File: src/rtl/add_pkg.sv
// Shared types and arithmetic for the add responder: response record, occupancy
// states and the signed add-with-overflow used when a request is accepted.
package add_pkg;

  localparam int ADD_WIDTH = 32;

  typedef struct packed {
    logic [ADD_WIDTH-1:0] result;
    logic                 ovf;
  } rsp_t;

  typedef enum logic [1:0] {
    OCC_EMPTY   = 2'd0,
    OCC_PARTIAL = 2'd1,
    OCC_FULL    = 2'd2
  } occ_state_t;

  // Overflow when both operands share a sign and the sum's sign differs.
  function automatic logic ovf_bit(input logic sign_a, input logic sign_b,
                                   input logic sign_sum);
    return (sign_a == sign_b) && (sign_sum != sign_a);
  endfunction

  function automatic rsp_t add_with_ovf(input logic [ADD_WIDTH-1:0] a,
                                        input logic [ADD_WIDTH-1:0] b);
    rsp_t r;
    r.result = a + b;
    r.ovf    = ovf_bit(a[ADD_WIDTH-1], b[ADD_WIDTH-1], r.result[ADD_WIDTH-1]);
    return r;
  endfunction

endpackage

File: src/rtl/add_rsp_fifo.sv
// In-order response buffer: synchronous write, registered occupancy state with
// EMPTY / PARTIAL / FULL decode, head entry visible on rdata.
module add_rsp_fifo
  import add_pkg::*;
#(
  parameter int DW    = 33,
  parameter int DEPTH = 2
) (
  input  logic          clk,
  input  logic          rst,
  input  logic          push,
  input  logic          pop,
  input  logic [DW-1:0] wdata,
  output logic [DW-1:0] rdata,
  output logic          full,
  output logic          empty,
  output occ_state_t    state
);

  localparam int AW = $clog2(DEPTH);
  localparam int CW = AW + 1;

  logic [DW-1:0] mem [DEPTH];
  logic [AW-1:0] wr_ptr;
  logic [AW-1:0] rd_ptr;
  logic [CW-1:0] count;
  logic [CW-1:0] count_next;
  logic          do_push;
  logic          do_pop;

  // Guard here too so the buffer stays consistent whatever the caller drives.
  assign do_push = push && (state != OCC_FULL);
  assign do_pop  = pop && (state != OCC_EMPTY);

  always_comb begin
    count_next = count;
    case ({do_push, do_pop})
      2'b10:   count_next = count + CW'(1);
      2'b01:   count_next = count - CW'(1);
      default: count_next = count;
    endcase
  end

  // Storage is not reset; the EMPTY state masks it on the outputs.
  always_ff @(posedge clk) begin
    if (do_push) mem[wr_ptr] <= wdata;
  end

  always_ff @(posedge clk or posedge rst) begin
    if (rst) begin
      wr_ptr <= '0;
      rd_ptr <= '0;
      count  <= '0;
      state  <= OCC_EMPTY;
      full   <= 1'b0;
      empty  <= 1'b1;
    end else begin
      if (do_push) wr_ptr <= (wr_ptr == AW'(DEPTH - 1)) ? '0 : wr_ptr + AW'(1);
      if (do_pop)  rd_ptr <= (rd_ptr == AW'(DEPTH - 1)) ? '0 : rd_ptr + AW'(1);
      count <= count_next;
      full  <= (count_next == CW'(DEPTH));
      empty <= (count_next == '0);
      if (count_next == '0)              state <= OCC_EMPTY;
      else if (count_next == CW'(DEPTH)) state <= OCC_FULL;
      else                               state <= OCC_PARTIAL;
    end
  end

  assign rdata = mem[rd_ptr];

endmodule

File: src/rtl/add_responder.sv
// Valid/ready adder: sums are computed at acceptance, buffered in order and
// returned on the response channel; txn_count tallies retired responses.
module add_responder
  import add_pkg::*;
#(
  parameter int WIDTH = ADD_WIDTH,
  parameter int DEPTH = 2
) (
  input  logic             clk,
  input  logic             rst,
  input  logic             req_valid,
  output logic             req_ready,
  input  logic [WIDTH-1:0] req_a,
  input  logic [WIDTH-1:0] req_b,
  output logic             rsp_valid,
  input  logic             rsp_ready,
  output logic [WIDTH-1:0] rsp_result,
  output logic             rsp_ovf,
  output logic [15:0]      txn_count
);

  // Handshake: a transfer happens on a rising edge where valid && ready.
  // req_ready and rsp_valid decode registered occupancy only, so neither
  // channel combinationally depends on the other.

  localparam int DW = WIDTH + 1;

  logic [WIDTH-1:0] sum;
  logic             sum_ovf;
  logic [DW-1:0]    head;
  logic             full;
  logic             empty;
  occ_state_t       occ_state;
  logic             push;
  logic             pop;

  generate
    if (WIDTH == ADD_WIDTH) begin : g_pkg_add
      rsp_t r;
      always_comb r = add_with_ovf(req_a, req_b);
      assign sum     = r.result;
      assign sum_ovf = r.ovf;
    end else begin : g_any_add
      assign sum     = req_a + req_b;
      assign sum_ovf = ovf_bit(req_a[WIDTH-1], req_b[WIDTH-1], sum[WIDTH-1]);
    end
  endgenerate

  assign req_ready = !full;
  assign rsp_valid = (occ_state != OCC_EMPTY);
  assign push      = req_valid && req_ready;
  assign pop       = rsp_valid && rsp_ready;

  add_rsp_fifo #(
    .DW    (DW),
    .DEPTH (DEPTH)
  ) u_fifo (
    .clk   (clk),
    .rst   (rst),
    .push  (push),
    .pop   (pop),
    .wdata ({sum_ovf, sum}),
    .rdata (head),
    .full  (full),
    .empty (empty),
    .state (occ_state)
  );

  assign rsp_result = empty ? '0 : head[WIDTH-1:0];
  assign rsp_ovf    = empty ? 1'b0 : head[WIDTH];

  always_ff @(posedge clk or posedge rst) begin
    if (rst)      txn_count <= '0;
    else if (pop) txn_count <= txn_count + 16'd1;
  end

endmodule

File: config.mk
export PLATFORM = sky130hd
export DESIGN_NAME = add_responder
export DESIGN_NICKNAME = d
export VERILOG_FILES = /design/src/rtl/add_pkg.sv /design/src/rtl/add_rsp_fifo.sv /design/src/rtl/add_responder.sv
export SDC_FILE = /design/constraint.sdc
export NUM_CORES = 1
export LEC_CHECK = 0
export ABC_CLOCK_PERIOD_IN_PS = 2300
export CORE_UTILIZATION = 45
export CTS_BUF_LIST = sky130_fd_sc_hd__clkbuf_16
export CTS_CLUSTER_DIAMETER = 40
export DETAILED_ROUTE_END_ITERATION = 10
export PLACE_DENSITY = 0.83
export RECOVER_POWER = 25
export SYNTH_ARGS = -nofsm -noshare
export SYNTH_HDL_FRONTEND = slang
export SYNTH_HIERARCHICAL = 1
export SYNTH_SLANG_ARGS = --single-unit
File: constraint.sdc
create_clock -name clk -period 2.3 [get_ports clk]
set_input_delay 0.69 -clock clk [delete_from_list [all_inputs] [get_ports clk]]
set_output_delay 0.69 -clock clk [all_outputs]
set_load 0.01 [all_outputs]
==> metrics.txt <==
outcome=complete, but fails checks; failing checks=negative setup slack; Lkg Pwr=3.98 nW; num ports=119; Synth async-reset ratio=25.0%; Cells after Synth=480; DRT antenna net count=0; setup slack after layout=-0.420 ns; IO buf count=118; Worst setup SP type=primary input; net switching power=3.00 mW; Area growth syn-to-layout=67.6%; largest net degree at the start of global routing=22; Max Cap Viol=0; hold crit path type=reg -> reg; Hold Violations, Final=0; Clock Skews=0.0227 ns; Worst-Margin Slew=0.611 ns; max_slew headroom=59.2%; internal power=5.93 mW; RSZ-0062 raised after global routing=yes; final worst path period need=2.72 ns; Die ar.=12700 um^2; Yosys warning count=6; Worst EP required=2.39 ns; vias in the first global route=5089; Crit Path Class=in -> reg; Die Wd=113 um; Clock Sinks=88; Placement Rows=40; pwr/cell area=969 nW/um^2; clock tree root driver cell=clkbuf_16; Initial DRT Pass Iterations=5; Detailed Route Iter0 Violations=375; setup tns final=-8.66 ns; Finished Cell Area=9220 um^2; synthesized net count=582; worst hold slack=0.475 ns; core area=12000 um^2; sw frac=33.6%; Finished Layout Cells=879; H-tree Lvls=3; total grt overflow=0; Die H=113 um; DP Cell Count=817; total global-route track usage=26.7%; Clk pwr share=16.4%; area leader, netlist=edfxtp_1; initial antenna violation count=0; Main synth FF type=edfxtp_1; CTS Hold Bufs=0; worst skew pair latency=0.36 ns; crit path max fanout=3; syn_area_per_cell=11.5 um^2; fin nets=829; Seq/Total Area, Yosys=46.1%; post-DP HPWL=10500 um; #FFs+latches synth=88; initial core utilization=46.0%; clk buf depth=2; Clock transition at path regs=0.06 ns; ANT cells=0; DP Area=7710 um^2; final setup violation count=65; CTS Buf Count=9; EDFF count, synth=66; RePlAce Congestion=0.842; Peak VDD IR=0.000558 V; first-pass GRT wire length=25900 um; CTS tree=built; sequential fraction of design power=28.4%; vias per inst=5.59; Routed WL=17700 um; DR WL/cell=20.2 um; residual DRC count=0; final core utilization=77.0%; CP endpoint kind=flop; Final period util=118%; Place WS=-1.06 ns; post-synthesis cell type count=51; share of cells above drive strength 1=49.7%; Mapped Area=5500 um^2; CP arrival=2.81 ns; total power=8.93 mW; final slew viol count=0; post-synth top area share=36.0%; via count=4917; Comb power frac=55.2%; synth top area cells=edfxtp_1 (36%), dfrtp_1 (9.6%), mux2_4 (7.9%); Fmax=0.368 GHz
[state kept, by name, indices dropped and copies added (netlist names)]
name           cells
u_fifo/wr_ptr      1
u_fifo/full        1
u_fifo/empty       1
u_fifo/count       2
u_fifo/mem        66
u_fifo/rd_ptr      1
txn_count         16
[final cells by class]
class                   instances  area, um^2
multi-input cells             357        3730
fillers                       698        2750
flip-flops and latches         88        2540
repair buffers                261        2440
clock buffers                   9         225
well taps                     147         184
clock inverters                 7        60.1
inverters                      10        37.5
[placed cells by master (no fill, tap or decap), drive strengths merged, types with 2 or more instances in the layout]
cell	n
a211oi	2
a21o	18
a21oi	34
a31oi	10
and2	3
and3	6
and4	4
buf	181
clkbuf	9
clkdlybuf4s15	10
clkdlybuf4s50	31
clkinv	5
dfrtp	21
dlygate4sd2	38
edfxtp	66
ha	33
inv	11
mux2	34
mux2i	2
nand2	31
nand2b	6
nand3	16
nand4	9
nor2	12
nor2b	35
nor3	4
o211ai	2
o21a	4
o21ai	21
o21bai	4
o22ai	2
or2	2
or3	2
xnor2	33
xor2	16
[per-layer routing]
layer  global-route usage [%]  wire (um)  share of wire (%)  vias to the layer above
li1                         -          -                  -                     2250
met1                     29.6       6900                 39                     2418
met2                     49.2       9530                 54                      196
met3                     3.51        710                4.0                       53
met4                     14.8        576                3.3                        0
met5                        0          0                  0                        -
[cells in the mapped netlist (4+ instances only)]
master / number
nor2b_1: 35
xnor2_1: 33
edfxtp_1: 66
and4_1: 4
ha_1: 33
a21o_1: 17
a21oi_1: 34
o21bai_1: 4
nand2b_1: 6
and3_1: 6
nand2_1: 31
o21ai_0: 20
buf_6: 5
mux2_4: 29
a31oi_1: 9
xor2_1: 16
nor2_1: 12
nor3_1: 4
nand3_1: 16
inv_1: 10
dfrtp_1: 21
mux2_1: 4
clkbuf_1: 18
o21a_1: 4
nand4_1: 9
[worst paths after layout]
path | from | end | slack [ns] | cells past startpoint
min | txn_count[15] | txn_count[15] | 0.47 | 1
min reg2reg | txn_count[15] | txn_count[15] | 0.47 | 1
max reg2reg | u_fifo/count[0] | u_fifo/full | 0.35 | 7
max | req_b[0] | u_fifo/mem[1][30] | -0.42 | 10
max in group asynchronous | rst | txn_count[10] | 1.02 | 2
min in group asynchronous | rst | u_fifo/wr_ptr | 0.74 | 2
[repair_timing]
item | in CTS | in global routing
setup buffers | 41 | 10
setup endpoints to repair | 85 | 80
resized for setup | 353 | 85
gates cloned | 1 | 0
pin swaps | 67 | 9
hold endpoints to repair | 0 | 0
[power by group through the flow]
| stage | Sequential, mW | Clock [mW] | Combinational [mW] |
|---|---|---|---|
| after global routing | 2.57 | 1.53 | 5.17 |
| after global placement | 2.44 | 0 | 3.45 |
| after floorplan | 2.42 | 0 | 2.00 |
| final | 2.53 | 1.46 | 4.93 |
| after CTS | 2.48 | 1.44 | 4.25 |
| after detailed placement | 2.48 | 0 | 3.57 |
[critical path, stage by stage]
cell	delay, ns
buf_6	0.10
ha_4	0.16
fa_2	0.37
a21o_4	0.24
a31oi_4	0.18
o31a_4	0.18
o31ai_4	0.08
and4b_4	0.21
o211a_1	0.23
or3_4	0.37
[logic make-up (layout without fill, tap and decap cells)]
| group | after synthesis | count (layout) | share of synthesized area, % |
|---|---|---|---|
| simple gates | 132 | 132 | 12.9 |
| compound gates | 106 | 106 | 12.8 |
| flops | 88 | 88 | 46.1 |
| xor+xnor | 49 | 49 | 7.81 |
| mux | 36 | 36 | 9.31 |
| buf+inv | 35 | 287 | 3.21 |
| fa+ha+maj | 34 | 34 | 7.87 |
Power figures use the tool's default switching activity.
==> RTL edit, RTL diff (same settings) <==
Reset style: synchronous (`rst`), changed in 2 clocked blocks.
--- a/src/rtl/add_rsp_fifo.sv
+++ b/src/rtl/add_rsp_fifo.sv
@@ -46,7 +46,7 @@
     if (do_push) mem[wr_ptr] <= wdata;
   end
 
-  always_ff @(posedge clk or posedge rst) begin
+  always_ff @(posedge clk) begin
     if (rst) begin
       wr_ptr <= '0;
       rd_ptr <= '0;
--- a/src/rtl/add_responder.sv
+++ b/src/rtl/add_responder.sv
@@ -69,7 +69,7 @@
   assign rsp_result = empty ? '0 : head[WIDTH-1:0];
   assign rsp_ovf    = empty ? 1'b0 : head[WIDTH];
 
-  always_ff @(posedge clk or posedge rst) begin
+  always_ff @(posedge clk) begin
     if (rst)      txn_count <= '0;
     else if (pop) txn_count <= txn_count + 16'd1;
   end
Check against the original RTL: differs if rst is asserted again (counterexample within 4 cycles, from zero or initial values and one cycle with rst high); with rst held inactive, the same outputs for 10 cycles.
==> RTL edit against the original RTL <==
- the run still ends with setup timing left
- wire length grew 9.5%
- maximum frequency shrank 4.2%
- first-iteration DRC count grew 67%
- non-clock buffer count shrank 7
- final area shrank 2.8%
- sequential cell count grew 3
- area after synthesis shrank 3.0%
- setup slack lost 0.12 ns
Power is not compared: it rests on default switching activity, and its combinational part moved more than twofold at a synthesized area within 25%.
==> RTL edit: results (changes against the original RTL) <==
inverters_excl_clock: 13  # was 10
critical_path.max_stage_delay_ns: 0.41  # was 0.37 ns
synthTopCellsByArea: "edfxtp_1 (37%), dfxtp_1 (9.4%), ha_1 (7.7%)"  # was edfxtp_1 (36%), dfrtp_1 (9.6%), mux2_4 (7.9%)
synth-compound-area-share: 0.133  # was 0.128
wirelength_mm: 19.4  # was 17.7 mm
syn_inst: 499  # was 480
fin_tns_setup_ns: -16.53  # was -8.66 ns
critPathTopFamily: "compound AO/OA/AOI/OAI gates"  # unchanged
synth_xor_area_frac: 0.0739  # was 0.0781
dp_hpwl_mm: 10.5  # about the same
fillers: 606  # was 698
multi_input_area_mm2: 0.00371  # was 0.00373 mm2
critPathSlowestCell: "a2111oi_2"  # was fa_2
die_x_um: 111  # was 113 um
final-setup-viol-count: 59  # was 65
async_flop_share: 0  # was 0.250
multiInputCombCellCount: 378  # was 357
clock-root-buffer: "clkbuf_16"  # unchanged
skew_ns: 0.0110  # was 0.0227 ns
largestRegisters: "u_fifo/mem (66), txn_count (16)"  # was u_fifo/mem (66), txn_count (16), u_fifo/count (2)
dp.cells: 848  # was 817
grt_usage: 0.270  # was 0.267
clock_sinks: 91  # was 88
status: "finished, violations left"  # unchanged
regArea_mm2: 0.00249  # was 0.00254 mm2
buf_share: 0.250  # was 0.265
drive_gt1_frac: 0.448  # was 0.497
synth_mux_area_frac: 0.0734  # was 0.0931
buffers: 254  # was 261
synth_nets: 601  # was 582
drtIter0Drc: 625  # was 375
placed_area_mm2: 0.00762  # was 0.00771 mm2
synth_cell_type_count: 57  # was 51
grt_max_degree: 34  # was 22
setup_slack_ns: -0.539  # was -0.420 ns
synthAdderAreaFrac: 0.0812  # was 0.0787
fin_cells: 895  # was 879
violations: "setup timing"  # unchanged
grt_pass1_wl_mm: 26.1  # was 25.9 mm
ys_seq_area_frac: 0.465  # was 0.461
gp_congestion: 0.921  # was 0.842
final-clk-cell-share: 0.0335  # was 0.0310
synth_common_cells: "edfxtp_1 (66), nor2_1 (41), nor2b_1 (38), a21oi_1 (34)"  # was edfxtp_1 (66), nor2b_1 (35), a21oi_1 (34), ha_1 (33), xnor2_1 (33)
grt_pass1_vias: 5356  # was 5089
cp_max_fo: 5  # was 3
place_ws_ns: -1.15  # was -1.06 ns
avgViaCountPerCell: 5.91  # was 5.59
slew_headroom: 0.602  # was 0.592
critPathArrivalTime_ns: 2.93  # was 2.81 ns
## RTL edit: timing repair
action                     4_1_cts  5_1_grt
cloned                           3        0
setup buffers                   22       12
pin swaps                       62       36
setup endpoints to repair       85       77
gates resized for setup        307      120
hold buffers                     0        0
## RTL edit: stage by stage
| step | total power, mW | utilization |
|---|---|---|
| 2_1_floorplan | 3.01 | - |
| 3_3_place_gp | 3.76 | 0.665 |
| 3_5_place_dp | 3.84 | 0.665 |
| 4_1_cts | 5.45 | 0.737 |
| 5_1_grt | 6.15 | 0.781 |
| 6_report | 5.97 | 0.781 |
## RTL edit: report_power, final
part	internal, mW	switching (mW)	leakage [nW]
Combinational	1.20	1.13	2.71
Clock	0.851	0.680	0.150
Sequential	2.03	0.0770	0.821
## RTL edit: logic make-up (layout without fill, tap and decap cells)
logic type,count (synthesis),in the layout
and+or+nand+nor,154,154
AOI/OAI and AO/OA,110,110
muxes,35,35
DFF,91,91
adders and majority gates,34,34
buffers and inverters,30,283
xor gates and xnor gates,45,45
## RTL edit: path summary, 6_finish.rpt
path | to | cells after the start | slack (ns) | startpoint
max | u_fifo/mem[1][29]$_DFFE_PP_ | 9 | -0.54 | req_b[12]
min | txn_count[15]$_SDFFE_PP0P_ | 2 | 0.53 | txn_count[15]$_SDFFE_PP0P_
max reg2reg | txn_count[13]$_SDFFE_PP0P_ | 8 | 0.62 | u_fifo/state[1]$_SDFF_PP0_
min reg2reg | txn_count[15]$_SDFFE_PP0P_ | 2 | 0.53 | txn_count[15]$_SDFFE_PP0P_
## RTL edit: metal layers
layer	vias to the layer above	track usage	routed length, um
met4	0	0.173	1090
met5	-	0	0
met2	345	0.490	9840
met1	2532	0.290	7200
li1	2312	-	-
met3	98	0.0426	1270
